**src/rtl/lsu_ctrl.sv**
```systemverilog
// Load/store unit controller: one request at a time, read-modify-write for sub-doubleword stores.
// Optional LSU_MISALIGN_TRAP_EN rejects accesses whose address is not a multiple of their size.
module lsu_ctrl #(
    parameter int unsigned ADDR_LIMIT = 1024
) (
    input  logic        clk_i,
    input  logic        rst_i,
    input  logic        req_valid_i,
    output logic        req_ready_o,
    input  logic        req_we_i,
    input  logic [2:0]  req_funct3_i,
    input  logic [63:0] req_addr_i,
    input  logic [63:0] req_wdata_i,
    output logic        resp_valid_o,
    input  logic        resp_ready_i,
    output logic [63:0] resp_rdata_o,
    output logic        resp_err_o,
    output logic [63:0] mem_addr_o,
    output logic [63:0] mem_wdata_o,
    output logic        mem_wen_o,
    input  logic [63:0] mem_rdata_i
);

    typedef enum logic [2:0] {
        StIdle,
        StLdRd,
        StStRd,
        StStWr,
        StResp
    } state_e;

    state_e      state_q, state_d;
    logic [2:0]  funct3_q, funct3_d;
    logic [63:0] addr_q, addr_d;
    logic [63:0] wdata_q, wdata_d;
    logic [63:0] old_q, old_d;
    logic [63:0] rdata_q, rdata_d;
    logic        err_q, err_d;

    logic [3:0]  req_size;
    logic [64:0] req_end;
    logic        req_illegal;
    logic        req_oor;
    logic        req_misalign;
    logic        req_bad;

    logic [3:0]  size_q;
    logic [63:0] load_ext;
    logic [63:0] store_merge;

    // Request classification, evaluated on the incoming request in IDLE
    always_comb begin
        req_size    = 4'd1 << req_funct3_i[1:0];
        req_end     = {1'b0, req_addr_i} + 65'(req_size);
        req_illegal = (req_funct3_i == 3'b111) || (req_we_i && req_funct3_i[2]);
        req_oor     = req_end > 65'(ADDR_LIMIT);
`ifdef LSU_MISALIGN_TRAP_EN
        req_misalign = (req_addr_i[2:0] & 3'(req_size - 4'd1)) != 3'b000;
`else
        req_misalign = 1'b0;
`endif
        req_bad = req_illegal || req_oor || req_misalign;
    end

    always_comb begin
        load_ext = '0;
        unique case (funct3_q)
            3'b000:  load_ext = {{56{mem_rdata_i[7]}}, mem_rdata_i[7:0]};
            3'b001:  load_ext = {{48{mem_rdata_i[15]}}, mem_rdata_i[15:0]};
            3'b010:  load_ext = {{32{mem_rdata_i[31]}}, mem_rdata_i[31:0]};
            3'b011:  load_ext = mem_rdata_i;
            3'b100:  load_ext = {56'd0, mem_rdata_i[7:0]};
            3'b101:  load_ext = {48'd0, mem_rdata_i[15:0]};
            3'b110:  load_ext = {32'd0, mem_rdata_i[31:0]};
            default: load_ext = '0;
        endcase
    end

    // Little-endian byte merge: the low size_q bytes come from the store data
    always_comb begin
        size_q      = 4'd1 << funct3_q[1:0];
        store_merge = old_q;
        for (int i = 0; i < 8; i++) begin
            if (i < int'(size_q)) begin
                store_merge[8*i +: 8] = wdata_q[8*i +: 8];
            end
        end
    end

    always_comb begin
        state_d      = state_q;
        funct3_d     = funct3_q;
        addr_d       = addr_q;
        wdata_d      = wdata_q;
        old_d        = old_q;
        rdata_d      = rdata_q;
        err_d        = err_q;
        req_ready_o  = 1'b0;
        resp_valid_o = 1'b0;
        mem_addr_o   = '0;
        mem_wdata_o  = '0;
        mem_wen_o    = 1'b0;

        unique case (state_q)
            StIdle: begin
                req_ready_o = !rst_i;
                if (req_valid_i) begin
                    funct3_d = req_funct3_i;
                    addr_d   = req_addr_i;
                    wdata_d  = req_wdata_i;
                    rdata_d  = '0;
                    err_d    = req_bad;
                    if (req_bad) begin
                        state_d = StResp;
                    end else if (!req_we_i) begin
                        state_d = StLdRd;
                    end else if (req_funct3_i[1:0] == 2'b11) begin
                        state_d = StStWr;
                    end else begin
                        state_d = StStRd;
                    end
                end
            end
            StLdRd: begin
                mem_addr_o = addr_q;
                rdata_d    = load_ext;
                state_d    = StResp;
            end
            StStRd: begin
                mem_addr_o = addr_q;
                old_d      = mem_rdata_i;
                state_d    = StStWr;
            end
            StStWr: begin
                mem_addr_o  = addr_q;
                mem_wdata_o = store_merge;
                mem_wen_o   = !rst_i;
                state_d     = StResp;
            end
            StResp: begin
                resp_valid_o = !rst_i;
                if (resp_ready_i) begin
                    state_d = StIdle;
                end
            end
            default: state_d = StIdle;
        endcase

        // Present reset values on the RAM port while reset is held
        if (rst_i) begin
            mem_addr_o  = '0;
            mem_wdata_o = '0;
        end
    end

    always_ff @(posedge clk_i) begin
        if (rst_i) begin
            state_q  <= StIdle;
            funct3_q <= '0;
            addr_q   <= '0;
            wdata_q  <= '0;
            old_q    <= '0;
            rdata_q  <= '0;
            err_q    <= 1'b0;
        end else begin
            state_q  <= state_d;
            funct3_q <= funct3_d;
            addr_q   <= addr_d;
            wdata_q  <= wdata_d;
            old_q    <= old_d;
            rdata_q  <= rdata_d;
            err_q    <= err_d;
        end
    end

    assign resp_rdata_o = rdata_q;
    assign resp_err_o   = err_q;

endmodule

```
**config.mk**
```make
export PLATFORM = sky130hd
export DESIGN_NAME = lsu_ctrl
export DESIGN_NICKNAME = d
export VERILOG_FILES = /design/src/rtl/lsu_ctrl.sv
export SDC_FILE = /design/constraint.sdc
export NUM_CORES = 1
export LEC_CHECK = 0
export ABC_AREA = 1
export CORE_ASPECT_RATIO = 0.5
export CORE_UTILIZATION = 45
export DETAILED_ROUTE_END_ITERATION = 8
export GPL_ROUTABILITY_DRIVEN = 1
export GPL_TIMING_DRIVEN = 1
export PLACE_DENSITY_LB_ADDON = 0.2
export REMOVE_ABC_BUFFERS = 1
export SLEW_MARGIN = 5
export SYNTH_ARGS = -nofsm -noshare
export SYNTH_HDL_FRONTEND = slang
export SYNTH_SLANG_ARGS = --single-unit
```
**constraint.sdc**
```tcl
create_clock -name clk_i -period 4.2 [get_ports clk_i]
set_clock_uncertainty 0.05 [all_clocks]
set_input_delay 0.84 -clock clk_i [delete_from_list [all_inputs] [get_ports clk_i]]
set_output_delay 0.84 -clock clk_i [all_outputs]
set_load 0.03 [all_outputs]
```
## Yosys cells after proc, flatten, opt, wreduce, memory -nomap -nowiden

Cells that the tools add are included.

| word-level totals | value |
|---|---|
| register bits after elaboration | 263 |
| input bits | 200 |
| output and inout bits | 196 |
| word-level logic and storage cells | 69 |

| cells by class | value |
|---|---|
| add/subtract/negate cells | 1 |
| order comparisons | 9 |
| equal/unequal tests | 14 |
| shift-type cells | 2 |
| muxes and demuxes | 24 |
| reduce and logical (&&, ||, !) cells | 12 |

Operators with widths:

| operator | number |
|---|---|
| 64-bit case mux with 7 select lines | 1 |
| 64-bit 2-to-1 mux | 5 |
| 64-bit case mux with 2 select lines | 1 |
| 64-bit by 4-bit adder with 65-bit output | 1 |
| 65-bit by 11-bit > comparator with 1-bit output (second input constant) | 1 |
| 8-bit 2-to-1 mux | 8 |
| 3-bit by 4-bit < comparator with 1-bit output (first input constant) | 4 |
| 3-bit == test (second input constant) | 5 |
| 3-bit by 2-bit == test with 1-bit output (second input constant) | 4 |
| 3-bit case mux with 4 select lines | 1 |
| 3-bit 2-to-1 mux | 3 |
| 1-bit by 4-bit < comparator with 1-bit output (first input constant) | 2 |
| 2-bit by 4-bit < comparator with 1-bit output (first input constant) | 2 |
| 1-bit by 2-bit left shift with 4-bit output (first input constant) | 2 |
| 3-bit by 1-bit == test with 1-bit output (second input constant) | 2 |
| 3-bit logical NOT | 2 |
| 2-bit AND reduction | 3 |
| 1-bit 2-to-1 mux | 4 |
| 2-bit != test (second input constant) | 2 |
| 3-bit OR reduction | 1 |
| 2-bit == test (second input constant) | 1 |
| 1-bit logical OR | 2 |
| 2-bit 2-to-1 mux | 1 |
| 2-bit nonzero test | 1 |
| 3 further kinds | 3 |

## Logic depth before layout (Yosys ltp)

| depth | value |
|---|---|
| word-level depth | 7 |
| depth in mapped cells | 22 |
| gate-level depth less buffers | 22 |

## Least setup slack after synthesis

OpenSTA, ideal clock, no wires.

| timing | value |
|---|---|
| path kind | input port to output port |
| start point | in rst_i |
| end point | out mem_wdata_o[54] |
| arrival | 2.242 ns |
| data required time | 3.310 ns |
| setup slack | 1.068 ns |
| cell stages on the path | 7 |
| buffers on the path | 2 |
| cells stage by stage | clkbuf_1 clkinv_1 nand2_1 inv_1 buf_1 o211ai_1 inv_1 |

| between the ends | value |
|---|---|
| longest elaborated chain between the ends | 1 |

Ends and longest elaborated chain:

| item | line | RTL |
|---|---|---|
| from (decl) | 7 | `input logic rst_i,` |
| 64-bit 2-to-1 mux | 150 | `if (rst_i) begin` |
| to (decl) | 19 | `output logic [63:0] mem_wdata_o,` |

Every way passes these cells.

## Worst setup path after layout

| timing | value |
|---|---|
| start point | reg state_q[2] |
| end point | out mem_wdata_o[43] |

| between the ends | value |
|---|---|
| longest elaborated chain between the ends | 3 |

Ends and longest elaborated chain:

| item | line | RTL |
|---|---|---|
| from (decl) | 32 | `state_e state_q, state_d;` |
| from (signal assigned) | 158 | `state_q <= StIdle;` |
| from (signal assigned) | 166 | `state_q <= state_d;` |
| 3-bit by 2-bit == test with 1-bit output | 104 | `unique case (state_q)` |
| 64-bit 2-to-1 mux | 104 |  |
| 64-bit 2-to-1 mux | 150 |  |

Every way passes these cells.

==> key figures <==
Die
  • # IOs: 396
  • Core ar.: 29340 µm²
  • Die height: 124.9 µm
  • Die width: 247.9 µm
  • Die ar.: 30970 µm²
  • Site Rows: 44
  • Initial core utilization: 0.4636

Synthesis
  • Synth top area share: 0.3753
  • Post-synthesis register bit count: 255
  • Synth area leader: dfxtp_1
  • Ys flop type: dfxtp_1
  • Number of library cell types mapped by synthesis: 34
  • Synthesized area: 13600 µm²
  • Post-synth EDFFs: 0
  • Syn Inst Count: 2168
  • Fraction of registers with async set/reset: 0
  • Sequential area share after synthesis: 0.3753
  • Synth area leaders: dfxtp_1 38%, nand2_1 15%, a21oi_1 7.9%, o21ai_0 7.9%, nor2_1 7.6%
  • Synth Warn #: 0
  • Syn avg cell area: 6.274 µm²

Clock tree
  • Clock Latency Late Sink: 0.55 ns
  • Clk buf depth: 3
  • Post_cts resized: 0
  • CTS tree: done
  • Hold_buf cts: 0
  • Clock transition at the registers of the reported paths: 0.06 ns
  • CTS Sinks: 255
  • Post-CTS setup buffers: 0
  • H-tree Lvls: 1
  • Total CTS buffers: 24
  • Root buf cell: clkbuf_16

STA
  • Max Freq: 262.5 MHz
  • Final Hold Viols: 0
  • Worst-Margin Slew: 1.192 ns
  • Setup ws final: 0.3906 ns
  • Final worst path period share: 0.9070
  • Tmin final: 3.809 ns
  • Final setup TNS: 0 ns
  • Fin. max-slew vios: 0
  • Rel. slew slack: 0.2046
  • Unrepaired setup endpoints after global routing: false
  • Final setup vio count: 0
  • Hold WS: 0.4040 ns

Cells and area
  • Nets@finish: 2696
  • P&R area growth vs syn: 35.62%
  • Post-layout util: 0.6287
  • Layout cells sized above 1: 0.07738
  • Final Instance Count excl. Fillers: 2900

Drt
  • Routed wire per std cell: 16.90 µm
  • Vias: 14890
  • WL met2: 22630 µm
  • Initial DRC count: 1046
  • Number of remaining DRC errors: 0
  • M1 WL: 22030 µm
  • DRT antenna net count: 0
  • Routed WL: 49020 µm
  • DR pass1 iterations: 5
  • Top sig layer: met4
  • Metal3 WL: 2715 µm
  • DR vias/cell: 5.134

Worst setup path
  • CP startpoint kind: register
  • R2R Setup Slk: 1.32 ns
  • CP max stage delay: 0.87 ns
  • CP endpoint kind: output pin
  • R2r endpoint: resp_rdata_o[12]
  • Critical-path maximum fanout: 33
  • Slowest CP cell: inv_1
  • Critical Path Source: state_q[2]
  • R2R cell count: 9
  • WS Path Type: reg -> out
  • CP Capture Point: mem_wdata_o[43]
  • Worst EP arrival: 2.92 ns
  • R2r startpoint: funct3_q[1]
  • Most prevalent standard cell on the critical path: inv_1
  • Crit-path cells: inv_1 -> nand2_1 -> nor2_1 -> nand2_1 -> inv_1 -> o211ai_1 -> inv_1 -> buf_4
  • Crit path required time: 3.31 ns

Power
  • Lkg Pwr: 7.779 nW
  • Worst VDD drop: 274.7 µV
  • Power per cell area: 306.0 nW/µm²

Placed design
  • Placer Congestion: 0.9228
  • Placed Instances: 2856
  • Placement Setup Slack: 0.1244 ns
  • PortBufs: 395
  • DP HPWL: 35500 µm

Run
  • Maxcap violations: 0

Hold path
  • Hold crit path type: reg -> reg
  • Hold Crit Start: addr_q[54]

Global route
  • Largest net degree at the start of global routing: 108
  • Gr usage total: 0.3101
  • Initial antenna violation count: 2
  • Vias in the first global route: 13840
  • First-pass GRT wire length: 76490 µm
  • GRT Residual Overflow: 0

Run status
  • Status: completed
==> state kept, by name, indices dropped and copies added (netlist names) <==
signal        flops
resp_rdata_o     64
state_q           3
wdata_q          64
addr_q           64
resp_err_o        1
funct3_q          3
old_q            56
==> layout by cell type, fill, tap and decap left out, drive strengths merged, types with 34 or more instances in the layout <==
cell type,instances
nand2,542
clkdlybuf4s50,329
nor2,299
inv,274
dfxtp,255
o21ai,220
a21oi,219
buf,89
nor3,74
nand3,57
clkbuf,34
==> metal layers <==
metal  track usage  vias up
met5             0        -
met4        0.1010        0
met3       0.04916       90
met2        0.5061      412
met1        0.4169     6842
li1              -     7546
==> worst max-delay path, delay by kind of cell, from the launching register on <==
| kind | cells | cell delay, ns |
|---|---|---|
| buffers and inverters | 4 | 1.36 |
| AND/OR/NAND/NOR | 3 | 0.48 |
| flip-flops | 1 | 0.34 |
| AO/OA/AOI/OAI | 1 | 0.18 |
==> per-stage QoR <==
stage / cell area (µm²) / total power, mW
after CTS: 18440 / 5.687
after global routing: 18450 / 5.895
after detailed placement: 17660 / 3.487
final: 18450 / 5.646
after floorplan: 13150 / 3.060
after global placement: 17660 / 3.481
==> final cells by class <==
cell class | count | area (µm²)
fillers | 2818 | 10890
multi-input cells | 1515 | 7052
clock buffers | 34 | 698.2
inverters | 277 | 1045
repair buffers | 418 | 3974
clock inverters | 8 | 81.33
well taps | 391 | 489.2
flip-flops and latches | 255 | 5105
diodes | 2 | 5.005
==> synthesized netlist by cell type (all sizes together) (6+ instances only) <==
master,count
nand4,17
o21ai,220
inv,273
buf,8
a211oi,8
or2,10
o211ai,32
a21oi,219
nand3b,14
nand3,57
clkbuf,113
nor3,74
xor2,6
xnor2,6
dfxtp,255
nand2,542
nor2,299
==> how the worst min path moves through the flow <==
stage	endpoint	slack, ns	depth (start not counted)
after floorplan	wdata_q[32]	0.38	2
after global placement	wdata_q[45]	0.39	2
after detailed placement	wdata_q[63]	0.39	2
after CTS	wdata_q[63]	0.40	2
after global routing	wdata_q[34]	0.42	2
final	addr_q[54]	0.40	2
==> cells by family after synthesis <==
group	synth area share
AND/OR/NAND/NOR	0.3152
AO/OA/AOI/OAI	0.1868
buffers and inverters	0.1098
flip-flops	0.3753
XOR/XNOR	0.007726
adder cells (fa/ha/maj)	0.005151
==> power by group <==
| part | switching, mW | total, mW | internal (mW) |
|---|---|---|---|
| clock | 0.983 | 2.20 | 1.22 |
| sequential | 0.0404 | 2.58 | 2.54 |
| combinational | 0.530 | 0.864 | 0.334 |
No activity file was read; power rests on OpenSTA's default activity.
